### src/rtl/system_memory_v4.sv
// Generation memory register: parallel grid load, serial shift-in, and
// rotating serial readout with fixed mode priority RUN > LOAD > OUTPUT > hold.
module system_memory_v4 #(
    parameter int DATA_SIZE = 8
) (
    input  logic                 CLK,
    input  logic                 RESET,
    input  logic [DATA_SIZE-1:0] GRID_IN,
    input  logic                 SERIAL_IN,
    input  logic                 LOAD_MODE,
    input  logic                 RUN_MODE,
    input  logic                 OUTPUT_MODE,
    output logic [DATA_SIZE-1:0] SYSTEM_MEM_OUT,
    output logic                 SERIAL_OUT
);

    logic [DATA_SIZE-1:0] mem;
    logic                 sout;

    // SOUT is only ever nonzero on an edge where OUTPUT actually wins priority.
    always_ff @(posedge CLK or negedge RESET) begin
        if (!RESET) begin
            mem  <= '0;
            sout <= 1'b0;
        end else if (RUN_MODE) begin
            mem  <= GRID_IN;
            sout <= 1'b0;
        end else if (LOAD_MODE) begin
            mem  <= {mem[DATA_SIZE-2:0], SERIAL_IN};
            sout <= 1'b0;
        end else if (OUTPUT_MODE) begin
            mem  <= {mem[DATA_SIZE-2:0], mem[DATA_SIZE-1]};
            sout <= mem[DATA_SIZE-1];
        end else begin
            sout <= 1'b0;
        end
    end

    assign SYSTEM_MEM_OUT = mem;
    assign SERIAL_OUT     = sout;

endmodule

### config.mk
export PLATFORM = sky130hd
export DESIGN_NAME = system_memory_v4
export DESIGN_NICKNAME = d
export VERILOG_FILES = /design/src/rtl/system_memory_v4.sv
export SDC_FILE = /design/constraint.sdc
export NUM_CORES = 1
export LEC_CHECK = 0
export BUFFER_PORTS_ARGS = -buffer_cell sky130_fd_sc_hd__buf_2
export CAP_MARGIN = 25
export CORE_AREA = 2 2 39 41
export CTS_CLUSTER_SIZE = 16
export DETAILED_ROUTE_END_ITERATION = 6
export DIE_AREA = 0 0 41 43
export GPL_ROUTABILITY_DRIVEN = 0
export RECOVER_POWER = 25
export SLEW_MARGIN = 20
export SYNTH_ARGS = -nofsm -noshare
export SYNTH_HDL_FRONTEND = slang
export SYNTH_SLANG_ARGS = --single-unit
### constraint.sdc
create_clock -name CLK -period 2.17 [get_ports CLK]
set_input_delay 0.651 -clock CLK [delete_from_list [all_inputs] [get_ports CLK]]
set_output_delay 0.651 -clock CLK [all_outputs]
set_load 0.01 [all_outputs]
Word level (Yosys, flattened, before mapping)

Index checks and enable logic that the tools add are counted.

Bits in registers: 9
Bits of input ports: 14
Output and inout port bits: 9
Logic and storage cells: 9

Multiplexer cells: 6
Reduce and logical (&&, ||, !) cells: 1

Operators with widths:

| operator           | count |
|---|---|
| two-way mux 8 bit  | 3 |
| two-way mux 1 bit  | 3 |
| nonzero test 3 bit | 1 |

Longest topological paths before layout

Gate-level depths: netlist of run 1.

Word-level depth: 3
Gate-level depth with buffers: 3

Worst setup path before layout of run 1

OpenSTA, ideal clock, no wires.

Kind: input -> register
Start point: in OUTPUT_MODE
End point: reg mem[0], in the netlist SYSTEM_MEM_OUT[0]
Library setup time: 0.126 ns
Data arrival time: 1.125 ns
Data required time: 2.044 ns
Setup slack: 0.919 ns
Stages: 3
Path buffers: 0
Cell sequence: mux2_2 > mux2i_1 > o21ai_0

Longest elaborated chain between the ends: 1

RTL lines:

| item                                | RTL line | text |
|---|---|---|
| start, declared                     | 12       | `input logic OUTPUT_MODE,` |
| nonzero test 3 bit (no source line) | --       |  |
| end signal, assigned                | 29       | `mem <= {mem[DATA_SIZE-2:0], SERIAL_IN};` |
| end signal, assigned                | 32       | `mem <= {mem[DATA_SIZE-2:0], mem[DATA_SIZE-1]};` |
| end, declared                       | 17       | `logic [DATA_SIZE-1:0] mem;` |

Every way passes these cells.
A chain may end at the register's enable or synchronous reset.

Worst setup path after layout of run 1

Start point: reg mem[7], in the netlist SYSTEM_MEM_OUT[7]
End point: out SYSTEM_MEM_OUT[7]

RTL lines:

| item          | RTL line | text |
|---|---|---|
| end, declared | 13       | `output logic [DATA_SIZE-1:0] SYSTEM_MEM_OUT,` |

No word-level cell between the ends.

==> results.cfg, run 1 <==
[yosys]
post_synth_and_or_nand_nor_area_fraction_pct = 13.0
synth_top_family_by_area = multiplexers
synth_warnings = 0
synth.distinct_cells = 9
synth_compound_gate_area_share_pct = 9.64
post_synth_fa_ha_maj_area_fraction_pct = 0
synth_xor_xnor_area_share_pct = 0
synthCells = 37
synthMuxAreaShare_pct = 22.0
synth_fp_nets = 51
area_of_the_mapped_netlist_um2 = 415
yosys_register_bits = 9
avgSynthCellArea_um2 = 11.2
seq_area_frac_synth_pct = 54.2

[timing]
layout_worst_path_cycle_share_pct = 66.7
grt_setup_unrepaired = false
worst_slew_pin_slew_ns = 0.492
period_minus_slack_ns = 1.45
slew_headroom_pct = 67.2
hold_ws_ns = 0.326
hold_viol = 0
final_report_max_slew_violation_count = 0
finalSetupTns_ns = 0
setup_ws_post_layout_ns = 0.722
setup_viol_count_final = 0
fmax_mhz = 690
skew_ns = 0.00651

[run]
cap_viol_max_count = 0

[routing]
1st_pass_router_iterations = 4
drc_errors = 0
vias = 370
drt-wirelength-per-cell_um = 11.4
via_per_inst = 4.74
initialDrtViolationCount = 3
wire_length_after_detailed_routing_um = 892
final_antenna_net_count = 0

[worst_setup_path]
startpoint_type = register
path_cells = buf_2
kind_of_cell_with_the_highest_combined_delay_on_the_critical_path = flip-flops
worst-path-buf-inv = 1
crit_path_max_incr_delay_ns = 0.40
critical_path_peak_fanout = 4
worst_setup_path_end_kind = output port
crit_slowest_cell = sky130_fd_sc_hd__dfrtp_1
setup_cp_type = reg -> out
crit_required_ns = 1.52
arrival_time_worst_endpoint_ns = 0.80

[clocking]
post-cts-setup-buffers = 0
clk_path_buf_depth = 2
cts_sinks = 9
tritoncts = built
h_tree_level_count = 1
cts_hold_buffers = 0
cts.clk_slew.worst_paths_ns = 0.06
cts_root_buffer = sky130_fd_sc_hd__clkbuf_4
post_cts_resized = 0
clock_latency_ns = 0.25
cts_buffer_count = 3

[status]
status = complete, no violations

[final_layout]
layout_cells_sized_above_1_pct = 43.5
finish.cell_count_without_fillers = 78
fraction_of_the_core_area_covered_by_cells_at_the_end_of_the_flow_pct = 40.9
synthToLayoutAreaGrowth_pct = 36.1
nets = 77
final.fill_count = 150
n_antenna_cell = 0
stdcell_area_um2 = 566

[placed_design]
hpwlAfterDp_um = 685
buffer_ports.inserted = 22
placedInstanceArea_um2 = 541
placed_cells = 74
pre_cts_ws_ns = 0.661

[power_and_ir_drop]
powerDensity_mw_per_mm2 = 702
finalPower_mw = 0.397
power.leakage_nw = 0.284
peakVddDrop_mv = 0.235

[global_route]
grt_first_pass_wirelength_um = 1410
grt_max_degree = 18
grt_pass1_vias = 349
grt_antenna_before_repair = 0
groute.usage.overall_pct = 12.2
global_route.overflow_total = 0

[die]
core_mm2 = 0.00138
die_area_mm2 = 0.00176
die-width_um = 41
initial_core_util_pct = 30.0
fp.dieH_um = 43
placement_rows = 14
io_pins = 23

[worst_hold_path]
timing.hold.worst.class = in -> async
-- registers in the layout, summed over array words and instances (netlist names) --
name and cells:
SERIAL_OUT 1, SYSTEM_MEM_OUT 8
-- Yosys cell counts (all sizes together) --
master  number  area, um^2
mux2i        8        80.1
buf          1        5.00
nand2        8        30.0
dfrtp        9         225
nor2         1        11.3
o21ai        8        40.0
and4bb       1        12.5
mux2         1        11.3
-- worst paths after layout --
path	cells past startpoint	start	end	slack (ns)
max reg2reg	3	SYSTEM_MEM_OUT[7]$_DFFE_PN0P_	SYSTEM_MEM_OUT[0]$_DFFE_PN0P_	1.16
min in group CLK	2	SYSTEM_MEM_OUT[6]$_DFFE_PN0P_	SYSTEM_MEM_OUT[6]$_DFFE_PN0P_	0.58
min	1	RESET	SYSTEM_MEM_OUT[6]$_DFFE_PN0P_	0.33
max	1	SYSTEM_MEM_OUT[7]$_DFFE_PN0P_	SYSTEM_MEM_OUT[7]	0.72
min reg2reg	2	SYSTEM_MEM_OUT[6]$_DFFE_PN0P_	SYSTEM_MEM_OUT[6]$_DFFE_PN0P_	0.58
max in group asynchronous	1	RESET	SYSTEM_MEM_OUT[2]$_DFFE_PN0P_	1.51
-- placed cells by master (no fill, tap or decap), drive strengths merged --
| cell | netlist | routed |
|---|---|---|
| and4bb | 1 | 1 |
| o21ai | 8 | 8 |
| clkbuf | 0 | 5 |
| buf | 1 | 21 |
| mux2i | 8 | 8 |
| nor2 | 1 | 1 |
| dfrtp | 9 | 9 |
| mux2 | 1 | 1 |
| nand2 | 8 | 8 |
-- report_power, final --
part | internal, mW | leakage [nW] | switching (mW)
Sequential | 0.184 | 0.111 | 0.0118
Combinational | 0.0367 | 0.158 | 0.0402
Clock | 0.0705 | 0.0150 | 0.0537
-- final cells by class --
| type | count | area, um^2 | area share (%) |
|---|---|---|---|
| Sequential cell | 9 | 225 | 39.8 |
| Multi-Input combinational cell | 27 | 185 | 32.7 |
| Timing Repair Buffer | 22 | 109 | 19.2 |
| Clock buffer | 4 | 26.3 | 4.65 |
| Tap cell | 16 | 20.0 | 3.54 |
-- layer usage --
layer | part of all wire [%] | wire length [um] | GRT usage (%) | vias to the layer above
met4 | 1.3 | 12 | 6.00 | 0
li1 | - | - | - | 182
met1 | 39 | 351 | 13.2 | 173
met5 | 0 | 0 | 0 | -
met3 | 7.0 | 62 | 4.71 | 2
met2 | 52 | 465 | 19.4 | 13
-- logic make-up after synthesis --
| logic type | after synthesis |
|---|---|
| AND/OR/NAND/NOR | 10 |
| AO/OA/AOI/OAI | 8 |
| buffers and inverters | 1 |
| multiplexers | 9 |
| flip-flops | 9 |
Power figures use the tool's default switching activity.
==> inputs of run 2 (changes only) <==
ABC_AREA = 1   (was default)
PLACE_DENSITY = 0.66   (was default)
clock period = 1.3 ns   (was 2.17 ns; I/O delays follow)
==> results.cfg, run 2 <==
[yosys]
synth-edff-count = 0
synth_top_area_share_pct = 48.3
postSynth.asyncResetShare_pct = 100
synthMuxAreaShare_pct = 0
synth_commonest_cells = 22 x sky130_fd_sc_hd__nand2_1, 9 x sky130_fd_sc_hd__dfrtp_1, 9 x sky130_fd_sc_hd__inv_1
synth_warnings = 0
seq_area_frac_synth_pct = 48.3
synth_fp_nets = 74
synth_compound_gate_area_share_pct = 12.9
post_synth_and_or_nand_nor_area_fraction_pct = 26.0
synth.distinct_cells = 12
synth_top_cells_by_area = sky130_fd_sc_hd__dfrtp_1 48%, sky130_fd_sc_hd__nand2_1 18%, sky130_fd_sc_hd__o21ai_1 7.5%
post_synth_fa_ha_maj_area_fraction_pct = 0
yosys_most_used_dff = sky130_fd_sc_hd__dfrtp_1
synth_xor_xnor_area_share_pct = 0
synth_top_area_cell = sky130_fd_sc_hd__dfrtp_1
synthCells = 60
yosys_register_bits = 9
avgSynthCellArea_um2 = 7.78
synthMostInstantiatedCell = sky130_fd_sc_hd__nand2_1
synth_top_family_by_area = simple AND/OR/NAND/NOR gates
area_of_the_mapped_netlist_um2 = 467

[power_and_ir_drop]
powerDensity_mw_per_mm2 = 1130
peakVddDrop_mv = 0.449
power.leakage_nw = 0.350

[final_layout]
layout_commonest_cell = sky130_fd_sc_hd__nand2_1
synthToLayoutAreaGrowth_pct = 30.6
n_antenna_cell = 0
final.fill_count = 146
layout_common_cells = 22 x sky130_fd_sc_hd__nand2_1, 21 x sky130_fd_sc_hd__buf_2, 9 x sky130_fd_sc_hd__dfrtp_1, 9 x sky130_fd_sc_hd__inv_1, 7 x sky130_fd_sc_hd__o21ai_1
largest_register_ff_count = 8
multi_input_comb_area_um2 = 181
ff_latch_area_um2 = 225
layout_cells_sized_above_1_pct = 30.6
nets = 100

[routing]
vias = 436
drc_errors = 0
wire_length_after_detailed_routing_um = 962
final_antenna_net_count = 0
drt-wirelength-per-cell_um = 9.52
via_per_inst = 4.32
1st_pass_router_iterations = 4
initialDrtViolationCount = 6

[worst_setup_path]
arrival_time_worst_endpoint_ns = 0.80
number_of_cells_on_the_worst_reg_to_reg_path = 4
kind_of_cell_with_the_highest_combined_delay_on_the_critical_path = flip-flops
worst-path-buf-inv = 1
worst_setup_path_end_kind = output port
path_cells = buf_2
crit_required_ns = 0.91
setup_cp_type = reg -> out
crit_path_max_incr_delay_ns = 0.40
crit_slowest_cell = sky130_fd_sc_hd__dfrtp_1
worstSetupPathDepth = 1
startpoint_type = register
critical_path_peak_fanout = 3

[timing]
skew_ns = 0.00222
slew_headroom_pct = 66.4
fmax_mhz = 840
worst_slew_pin_slew_ns = 0.503
hold_viol = 0
final_report_max_slew_violation_count = 0
grt_setup_unrepaired = false
layout_worst_path_cycle_share_pct = 91.6
setup_ws_post_layout_ns = 0.110
setup_viol_count_final = 0
finalSetupTns_ns = 0
period_minus_slack_ns = 1.19

[placed_design]
pre_cts_ws_ns = 0.125
hpwlAfterDp_um = 745
buffer_ports.inserted = 22

[clocking]
clock_latency_ns = 0.26
tritoncts = built
clk_path_buf_depth = 2
post-cts-setup-buffers = 0
cts.clk_slew.worst_paths_ns = 0.06
cts_sinks = 9
h_tree_level_count = 1
cts_buffer_count = 3
cts_root_buffer = sky130_fd_sc_hd__clkbuf_4

[die]
die-width_um = 41
fp.dieH_um = 43
io_pins = 23
initial_core_util_pct = 33.7
placement_rows = 14
core_mm2 = 0.00138
die_area_mm2 = 0.00176

[status]
status = complete, no violations

[global_route]
grt_pass1_vias = 380
grt_first_pass_wirelength_um = 1450
grt_antenna_before_repair = 0
groute.usage.overall_pct = 12.4
grt_max_degree = 16
global_route.overflow_total = 0

[worst_hold_path]
timing.hold.worst.class = in -> reg
hold_depth = 3

[run]
cap_viol_max_count = 0
-- run 2: changes by cell type after synthesis, moves of 2 or more --
| cell | change |
|---|---|
| sky130_fd_sc_hd__inv_1 | +9 |
| sky130_fd_sc_hd__nand3_1 | +2 |
| sky130_fd_sc_hd__o21ai_0 | +4 |
| sky130_fd_sc_hd__mux2i_1 | -8 |
| sky130_fd_sc_hd__nand2_1 | +14 |
-- run 2: final cells by class --
type / count / share of cell area, %
Timing Repair Buffer: 23 / 19.5
Tap cell: 16 / 3.29
Sequential cell: 9 / 37.0
Multi-Input combinational cell: 39 / 29.8
Clock buffer: 4 / 4.31
Inverter: 10 / 6.16
-- run 2: logic make-up (layout without fill, tap and decap cells) --
kind of cell    count (synthesis)  after routing
buf+inv                        12             37
simple gates                   27             27
compound gates                 12             12
flops                           9              9
-- run 2: final timing paths --
kind	slack (ns)	end	startpoint
worst min-delay path	0.44	SERIAL_OUT$_DFF_PN0_	OUTPUT_MODE
min in group asynchronous	0.60	SYSTEM_MEM_OUT[1]$_DFFE_PN0P_	RESET
worst min register to register	0.52	SYSTEM_MEM_OUT[7]$_DFFE_PN0P_	SYSTEM_MEM_OUT[7]$_DFFE_PN0P_
worst max register to register	0.51	SYSTEM_MEM_OUT[0]$_DFFE_PN0P_	SYSTEM_MEM_OUT[7]$_DFFE_PN0P_
max in group asynchronous	0.36	SYSTEM_MEM_OUT[3]$_DFFE_PN0P_	RESET
worst max-delay path	0.11	SYSTEM_MEM_OUT[0]	SYSTEM_MEM_OUT[0]$_DFFE_PN0P_
-- run 2: report_power, final --
part,switching [mW],internal (mW)
Clock,0.0987,0.118
Combinational,0.0854,0.0617
Sequential,0.0155,0.310
Total,0.200,0.490
-- run 2: metrics by stage --
| step | hold slack (ns) | power, mW | instance area [um^2] | std cells | util (%) |
|---|---|---|---|---|---|
| final | 0.435 | 0.689 | 609 | 101 | 44.0 |
| after detailed placement | 0.256 | 0.478 | 574 | 96 | 41.5 |
| after global routing | 0.441 | 0.741 | 609 | 101 | 44.0 |
| after global placement | 0.255 | 0.477 | 574 | 96 | 41.5 |
| after CTS | 0.433 | 0.698 | 611 | 101 | 44.1 |
| after floorplan | 0.0944 | 0.415 | 467 | 60 | - |
-- run 2: what timing repair did --
action / CTS / global route
hold endpoints to repair: 9 / 0
setup endpoints to repair: 0 / 0
hold buffers: 1 / 0
resized for setup: 0 / 0
-- run 2: layer usage --
layer	vias up	part of all wire, %	GRT usage, %
met1	186	44	15.1
met4	0	0	6.00
met2	14	46	18.4
met5	-	0	0
li1	236	-	-
met3	0	9.3	4.71
==> inputs of run 3 (changes only) <==
PLACE_DENSITY = default   (was 0.66)
PLACE_DENSITY_LB_ADDON = 0.15   (was default)
==> results.cfg, run 3 (synthesis results as in run 2) <==
[status]
status = complete, no violations

[worst_setup_path]
startpoint_type = register
rr_endpoint = SYSTEM_MEM_OUT[0]$_DFFE_PN0P_
arrival_time_worst_endpoint_ns = 0.80
crit_path_max_incr_delay_ns = 0.40
critical_path_peak_fanout = 3
setup_cp_type = reg -> out
worst_setup_path_end_kind = output port
path_cells = buf_2
worst_r2r_startpoint = SYSTEM_MEM_OUT[7]$_DFFE_PN0P_
crit_slowest_cell = sky130_fd_sc_hd__dfrtp_1
crit_required_ns = 0.91
r2r_slack_ns = 0.50
worst-path-buf-inv = 1
kind_of_cell_with_the_highest_combined_delay_on_the_critical_path = flip-flops
number_of_cells_on_the_worst_reg_to_reg_path = 4

[timing]
period_minus_slack_ns = 1.19
skew_ns = 0.00123
setup_viol_count_final = 0
worst_slew_pin_slew_ns = 0.519
setup_ws_post_layout_ns = 0.106
grt_setup_unrepaired = false
fmax_mhz = 838
final_report_max_slew_violation_count = 0
hold_viol = 0
layout_worst_path_cycle_share_pct = 91.8
slew_headroom_pct = 65.4
hold_ws_ns = 0.436
finalSetupTns_ns = 0

[routing]
final_antenna_net_count = 0
wire_length_after_detailed_routing_um = 963
1st_pass_router_iterations = 4
via_per_inst = 4.39
drt-wirelength-per-cell_um = 9.53
vias = 443
drc_errors = 0
initialDrtViolationCount = 3

[clocking]
cts_sinks = 9
cts_root_buffer = sky130_fd_sc_hd__clkbuf_4
clk_path_buf_depth = 2
cts_buffer_count = 3
clock_latency_ns = 0.25
h_tree_level_count = 1
tritoncts = built
cts.clk_slew.worst_paths_ns = 0.06

[worst_hold_path]
timing.hold.worst.class = in -> reg
timing.hold.worst_endpoint = SERIAL_OUT$_DFF_PN0_
min_from = OUTPUT_MODE
hold_depth = 3

[die]
die-width_um = 41
placement_rows = 14
core_mm2 = 0.00138
initial_core_util_pct = 33.7
io_pins = 23
die_area_mm2 = 0.00176
fp.dieH_um = 43

[power_and_ir_drop]
peakVddDrop_mv = 0.522
finalPower_mw = 0.690
powerDensity_mw_per_mm2 = 1130
power.leakage_nw = 0.350

[final_layout]
nets = 100
layout_common_cells = 22 x sky130_fd_sc_hd__nand2_1, 21 x sky130_fd_sc_hd__buf_2, 9 x sky130_fd_sc_hd__dfrtp_1, 9 x sky130_fd_sc_hd__inv_1, 7 x sky130_fd_sc_hd__o21ai_1
layout_commonest_cell = sky130_fd_sc_hd__nand2_1
final.fill_count = 151
synthToLayoutAreaGrowth_pct = 30.6
n_antenna_cell = 0
largest_register_ff_count = 8
finish.cell_count_without_fillers = 101
layout_cells_sized_above_1_pct = 30.6

[global_route]
grt_antenna_before_repair = 0
grt_max_degree = 16
grt_pass1_vias = 410
groute.usage.overall_pct = 14.5
global_route.overflow_total = 0
grt_first_pass_wirelength_um = 1680

[placed_design]
placed_cells = 96
hpwlAfterDp_um = 729
buffer_ports.inserted = 22
pre_cts_ws_ns = 0.114

[run]
cap_viol_max_count = 0
-- run 3: cell counts in the layout (fill, tap and decap cells not counted) --
Identical to the previous run, type by type.
-- run 3: worst max path at each step --
stage / slack [ns] / end / cells after the start / startpoint
after global routing: 0.06 / SYSTEM_MEM_OUT[0] / 1 / SYSTEM_MEM_OUT[0]$_DFFE_PN0P_
final: 0.11 / SYSTEM_MEM_OUT[0] / 1 / SYSTEM_MEM_OUT[0]$_DFFE_PN0P_
after global placement: 0.14 / SYSTEM_MEM_OUT[0]$_DFFE_PN0P_ / 6 / RUN_MODE
after floorplan: 0.35 / SYSTEM_MEM_OUT[0]$_DFFE_PN0P_ / 5 / OUTPUT_MODE
after CTS: 0.1 / SYSTEM_MEM_OUT[0] / 1 / SYSTEM_MEM_OUT[0]$_DFFE_PN0P_
after detailed placement: 0.11 / SYSTEM_MEM_OUT[0]$_DFFE_PN0P_ / 5 / RUN_MODE
-- run 3: power breakdown --
part           internal, mW  switching [mW]
Combinational        0.0617          0.0862
Clock                 0.118          0.0986
Sequential            0.310          0.0150
-- run 3: cell type report --
cell class	count	area (um^2)	area share, %
inverters	10	37.5	6.16
clock buffers	4	26.3	4.31
well taps	16	20.0	3.29
repair buffers	23	119	19.5
multi-input cells	39	181	29.8
flip-flops and latches	9	225	37.0
-- run 3: metal layers --
metal	wire, um	vias to the layer above	track usage [%]
met4	0	0	8.00
li1	-	240	-
met2	409	12	19.1
met3	61	0	5.24
met5	0	-	0
met1	492	191	19.7
-- run 3: what timing repair did --
item                                   4_1_cts  5_1_grt
gates resized for setup                      0        0
endpoints found under the hold margin        9        0
hold buffers                                 1        0
setup buffers                                0        0
-- run 3: through the flow --
stage | cell area (um^2) | util, %
finish | 609 | 44.0
global route | 609 | 44.0
CTS | 611 | 44.1
detailed placement | 574 | 41.5
global placement | 574 | 41.5
floorplan | 467 | -
